**config.mk**
```make
export PLATFORM = sky130hd
export DESIGN_NAME = yout_deserializer
export DESIGN_NICKNAME = d
export VERILOG_FILES = /design/src/rtl/yout_deserializer.sv
export SDC_FILE = /design/constraint.sdc
export NUM_CORES = 1
export LEC_CHECK = 0
export CAP_MARGIN = 10
export CELL_PAD_IN_SITES_DETAIL_PLACEMENT = 1
export CELL_PAD_IN_SITES_GLOBAL_PLACEMENT = 1
export CORE_MARGIN = 4
export CORE_UTILIZATION = 49
export CTS_BUF_LIST = sky130_fd_sc_hd__clkbuf_8
export CTS_CLUSTER_DIAMETER = 50
export CTS_CLUSTER_SIZE = 16
export DETAILED_ROUTE_END_ITERATION = 10
export GPL_ROUTABILITY_DRIVEN = 1
export GPL_TIMING_DRIVEN = 0
export PLACE_DENSITY_LB_ADDON = 0.2
export SLEW_MARGIN = 10
export SYNTH_ARGS = -nofsm -noshare
export SYNTH_HDL_FRONTEND = slang
export SYNTH_SLANG_ARGS = --single-unit
```
**constraint.sdc**
```tcl
create_clock -name clk -period 9 [get_ports clk]
set_input_delay 2.7 -clock clk [delete_from_list [all_inputs] [get_ports clk]]
set_output_delay 2.7 -clock clk [all_outputs]
set_load 0.02 [all_outputs]
```
**src/rtl/yout_deserializer.sv**
```systemverilog
// Serial Yout receiver: rebuilds LSB-first words from single-bit samples
// and queues completed words behind a valid/ready output.
module yout_deserializer #(
    parameter int WORD_W     = 4,
    parameter int FIFO_DEPTH = 4
) (
    input  logic                          clk,
    input  logic                          reset,
    input  logic                          bit_in,
    input  logic                          bit_valid,
    input  logic                          bit_first,
    input  logic                          clr_ovf,
    output logic [WORD_W-1:0]             word_out,
    output logic                          word_valid,
    input  logic                          word_ready,
    output logic [$clog2(FIFO_DEPTH):0]   fifo_count,
    output logic [$clog2(WORD_W)-1:0]     bit_cnt,
    output logic                          overflow
);

    localparam int CW = $clog2(WORD_W);
    localparam int PW = $clog2(FIFO_DEPTH);
    localparam int NW = PW + 1;

    logic [WORD_W-1:0] shift_q, shift_d;
    logic [CW-1:0]     bit_cnt_q, bit_cnt_d;
    logic [WORD_W-1:0] mem_q [FIFO_DEPTH];
    logic [WORD_W-1:0] mem_d [FIFO_DEPTH];
    logic [PW-1:0]     wr_ptr_q, wr_ptr_d;
    logic [PW-1:0]     rd_ptr_q, rd_ptr_d;
    logic [NW-1:0]     count_q, count_d;
    logic [WORD_W-1:0] word_out_q, word_out_d;
    logic              overflow_q, overflow_d;

    logic [CW-1:0]     pos;
    logic [WORD_W-1:0] next_word;
    logic [WORD_W-1:0] push_word;
    logic              push;
    logic              pop;
    logic              full;
    logic              push_ok;
    logic              drop;

    always_comb begin
        shift_d   = shift_q;
        bit_cnt_d = bit_cnt_q;
        push      = 1'b0;
        push_word = '0;
        pos       = bit_first ? '0 : bit_cnt_q;
        next_word = bit_first ? '0 : shift_q;
        next_word[pos] = bit_in;
        if (bit_valid) begin
            if (pos == CW'(WORD_W - 1)) begin
                push      = 1'b1;
                push_word = next_word;
                shift_d   = '0;
                bit_cnt_d = '0;
            end else begin
                shift_d   = next_word;
                bit_cnt_d = pos + CW'(1);
            end
        end
    end

    // A full FIFO still takes a push when the head leaves on the same edge.
    always_comb begin
        pop      = (count_q != '0) & word_ready;
        full     = (count_q == NW'(FIFO_DEPTH));
        push_ok  = push & (~full | pop);
        drop     = push & full & ~pop;
        mem_d    = mem_q;
        if (push_ok) begin
            mem_d[wr_ptr_q] = push_word;
        end
        wr_ptr_d = wr_ptr_q + PW'(push_ok);
        rd_ptr_d = rd_ptr_q + PW'(pop);
        count_d  = count_q + NW'(push_ok) - NW'(pop);
        word_out_d = word_out_q;
        if (count_d != '0) begin
            if (push_ok && (wr_ptr_q == rd_ptr_d)) begin
                word_out_d = push_word;
            end else begin
                word_out_d = mem_q[rd_ptr_d];
            end
        end
        overflow_d = drop | (overflow_q & ~clr_ovf);
    end

    always_ff @(posedge clk) begin
        if (reset) begin
            shift_q    <= '0;
            bit_cnt_q  <= '0;
            wr_ptr_q   <= '0;
            rd_ptr_q   <= '0;
            count_q    <= '0;
            word_out_q <= '0;
            overflow_q <= 1'b0;
            for (int i = 0; i < FIFO_DEPTH; i++) begin
                mem_q[i] <= '0;
            end
        end else begin
            shift_q    <= shift_d;
            bit_cnt_q  <= bit_cnt_d;
            wr_ptr_q   <= wr_ptr_d;
            rd_ptr_q   <= rd_ptr_d;
            count_q    <= count_d;
            word_out_q <= word_out_d;
            overflow_q <= overflow_d;
            for (int i = 0; i < FIFO_DEPTH; i++) begin
                mem_q[i] <= mem_d[i];
            end
        end
    end

    assign word_out   = word_out_q;
    assign word_valid = (count_q != '0);
    assign fifo_count = count_q;
    assign bit_cnt    = bit_cnt_q;
    assign overflow   = overflow_q;

endmodule

```
==> results.toml <==
[clocking]
cts_resized = 0
clock_path_buffers = 2
cts_tree = "done"
clock-sinks = 33
root_buffer = "clkbuf_8"
htreeDepth = 2
numCtsBuffers = 5
cts_setup_buffers = 0
clk_pin_slew_ns = 0.06
clock_latency_ns = 0.28
ctsHoldBuffers = 0

[route]
firstDrtPassIters = 4
wl_um = 4240
routed_via_density = 5.63
drc = 0
final_antenna_net_count = 0
routedWlPerCell_um = 19.0
vias = 1255
drt_iter0_markers = 33

[worst_hold_path]
hold_class = "reg2reg"
worstHoldPathCells = 2
worstHoldStart = "mem_q[15]"
hold-path-endpoint = "mem_q[15]"

[global_routing]
gr-usage-met1_pct = 24.4
grt_usage_pct = 22.6
grt-ovfl-total = 0
grt_start_max_net_pins = 11
grtUsageMet3_pct = 6.29
antenna_found_initial = 0
grt_pass1_wl_um = 7180
grt_pass1_vias = 1454
grt_use_met2_pct = 40.2
busiest_layer = "met2"

[sta]
tns_ns = 0
timing.hold.ws_ns = 0.498
hold_viol_final = 0
relSlewSlack_pct = 31.1
maxSlewViolCount = 0
rsz0062_at_grt = "false"
setup_slack_ns = 2.81
setup_viol = 0
period_share_pct = 68.7
fmax_ghz = 0.162
period_needed_ns = 6.19
tightest_slew_ns = 1.02
skew_ns = 0.00696

[die]
dieArea_um2 = 4330
fp.coreArea_um2 = 3130
die_h_um = 65.8
fp-row-count = 20
pin_count = 18
die_w_um = 65.8
start_util_pct = 52.3

[critical_path]
start_kind = "input pin"
r2r_slack_ns = 5.41
required_ns = 9.18
crit_type = "in2reg"
worstRegToRegCells = 12
cpMostUsedCell = "ha_1"
crit_chain = "clkdlybuf4s50_1, nor2b_1, ha_1, nand2_2, or2_2, ha_1, inv_1, ha_1, fa_1, xnor3_1, or3_1, buf_1, a211oi_1"
crit-reg2reg-launch = "bit_cnt[0]"
cp.arrival_ns = 6.37
crit_fanout = 9
slowest_stage = "clkdlybuf4s50_1"
end_kind = "flop"
worst_r2r_endpoint = "word_out[2]"
cp_slowest_stage_delay_ns = 0.50

[synth]
muxShareOfSynthArea_pct = 18.8
synth_nets = 172
synthCells = 156
asyncSetResetFlopFracSynth_pct = 0
ys_types = 33
synth.avg_cell_area_um2 = 10.5
ys.flop_type = "dfxtp_1"
synthSimpleGateAreaFrac_pct = 19.7
syn_area_um2 = 1640
yosysTopAreaCellShare_pct = 40.4
synth_warnings = 0
ys_ff_latch = 33
synth_top_family_by_area = "simple AND/OR/NAND/NOR gates"
synth_compound_area_share_pct = 6.04
synth_fa_ha_area_share_pct = 7.35
synth_area_leaders = "dfxtp_1 40%, mux2i_1 13%, nor2_1 6.7%, ha_1 6.1%, mux4_1 3.2%"
ys_seq_area_share_pct = 40.4
yosysTopAreaCell = "dfxtp_1"
synth_xor_area_share_pct = 4.44
synth_edf_count = 0

[flow_run]
cap_violations = 0

[power_and_ir_drop]
p_switching_mw = 0.157
p_int_mw = 0.304
p_leak_nw = 0.761
power_frac_seq_pct = 37.3
combinationalPowerShare_pct = 39.1
total_power_mw = 0.461
swShare_pct = 34.1
irDropWorstVdd_mv = 0.135
p_per_area_nw_per_um2 = 238
p_clk_share_pct = 23.6

[place]
dpl-instance-area_um2 = 1850
dp_slack_ns = 2.60
dp.cells = 216
port-buffer-count = 16
dp_hpwl_um = 3090
gp_congestion = 0.839

[cells_and_area]
final_area_um2 = 1940
antenna_cells = 0
post-route-util_pct = 61.9
syn2layout_area_growth_pct = 18.4
drive_gt1_share_pct = 11.2
final_nets = 195
nFillCells = 348
fin_cells = 223

[outcome]
status = "finished, final reports clean"
## synthesized netlist by cell type, drive strengths merged (3+ instances only)
cell type,number
nand2,5
nor2b,7
dfxtp,33
o21ai,3
mux2i,21
a22oi,3
a211oi,5
or3b,3
nor4b,3
ha,8
mux4,4
inv,7
clkbuf,4
a21oi,3
nor2,29
## cell usage in the layout, fill, tap and decap left out, drive strengths merged, types with 3 or more instances in the layout
cell type	n
nor2	29
nor2b	7
a21oi	3
clkbuf	10
inv	8
or3b	3
mux4	4
mux2i	21
a211oi	5
nand2	5
clkdlybuf4s50	16
dfxtp	33
a22oi	3
ha	8
nor4b	3
o21ai	3
## power groups by stage
stage,Sequential [mW],Clock (mW),Combinational (mW)
finish,0.172,0.109,0.180
global route,0.174,0.118,0.196
CTS,0.172,0.111,0.181
detailed placement,0.175,0,0.180
global placement,0.173,0,0.170
floorplan,0.185,0,0.110
## sequential cells by signal, indices dropped and copies added, names as in the netlist
name and flops:
fifo_count 3, mem_q 16, word_out 4, wr_ptr_q 2, rd_ptr_q 2, bit_cnt 2, shift_q 3, overflow 1
## worst max-delay path by stage
stage / from / endpoint / slack, ns / cells after the start
after CTS: bit_first / word_out[2] / 2.82 / 13
final: bit_first / word_out[2] / 2.81 / 13
after detailed placement: bit_first / word_out[2] / 2.60 / 14
after global placement: bit_first / word_out[3] / 2.83 / 14
after floorplan: bit_first / word_out[0] / 3.64 / 13
after global routing: bit_first / word_out[1] / 2.59 / 13
## kinds of logic after synthesis
family,after synthesis
xor gates and xnor gates,5
buffers and inverters,13
muxes,25
and+or+nand+nor,56
adders and majority gates,9
AOI/OAI and AO/OA,15
DFF,33
## worst max-delay path, delay by kind of cell
family / cells / cell delay [ns]
compound gates: 1 / 0.26
buf+inv: 3 / 0.73
fa+ha+maj: 4 / 1.21
xor+xnor: 1 / 0.20
simple gates: 4 / 1.25
## cell type report
class	count	area, um2	share of cell area (%)
plain buffers	6	27.5	1.42
multi-input cells	110	921	47.5
repair buffers	16	160	8.27
clock inverters	1	3.75	0.194
well taps	44	55.1	2.84
clock buffers	6	82.6	4.26
inverters	7	26.3	1.36
flip-flops and latches	33	661	34.1
## metal layers
metal | part of all wire, % | up-vias
li1 | - | 591
met1 | 39 | 613
met2 | 54 | 37
met3 | 4.2 | 14
met4 | 2.9 | 0
met5 | 0 | -
Power figures use the tool's default switching activity.
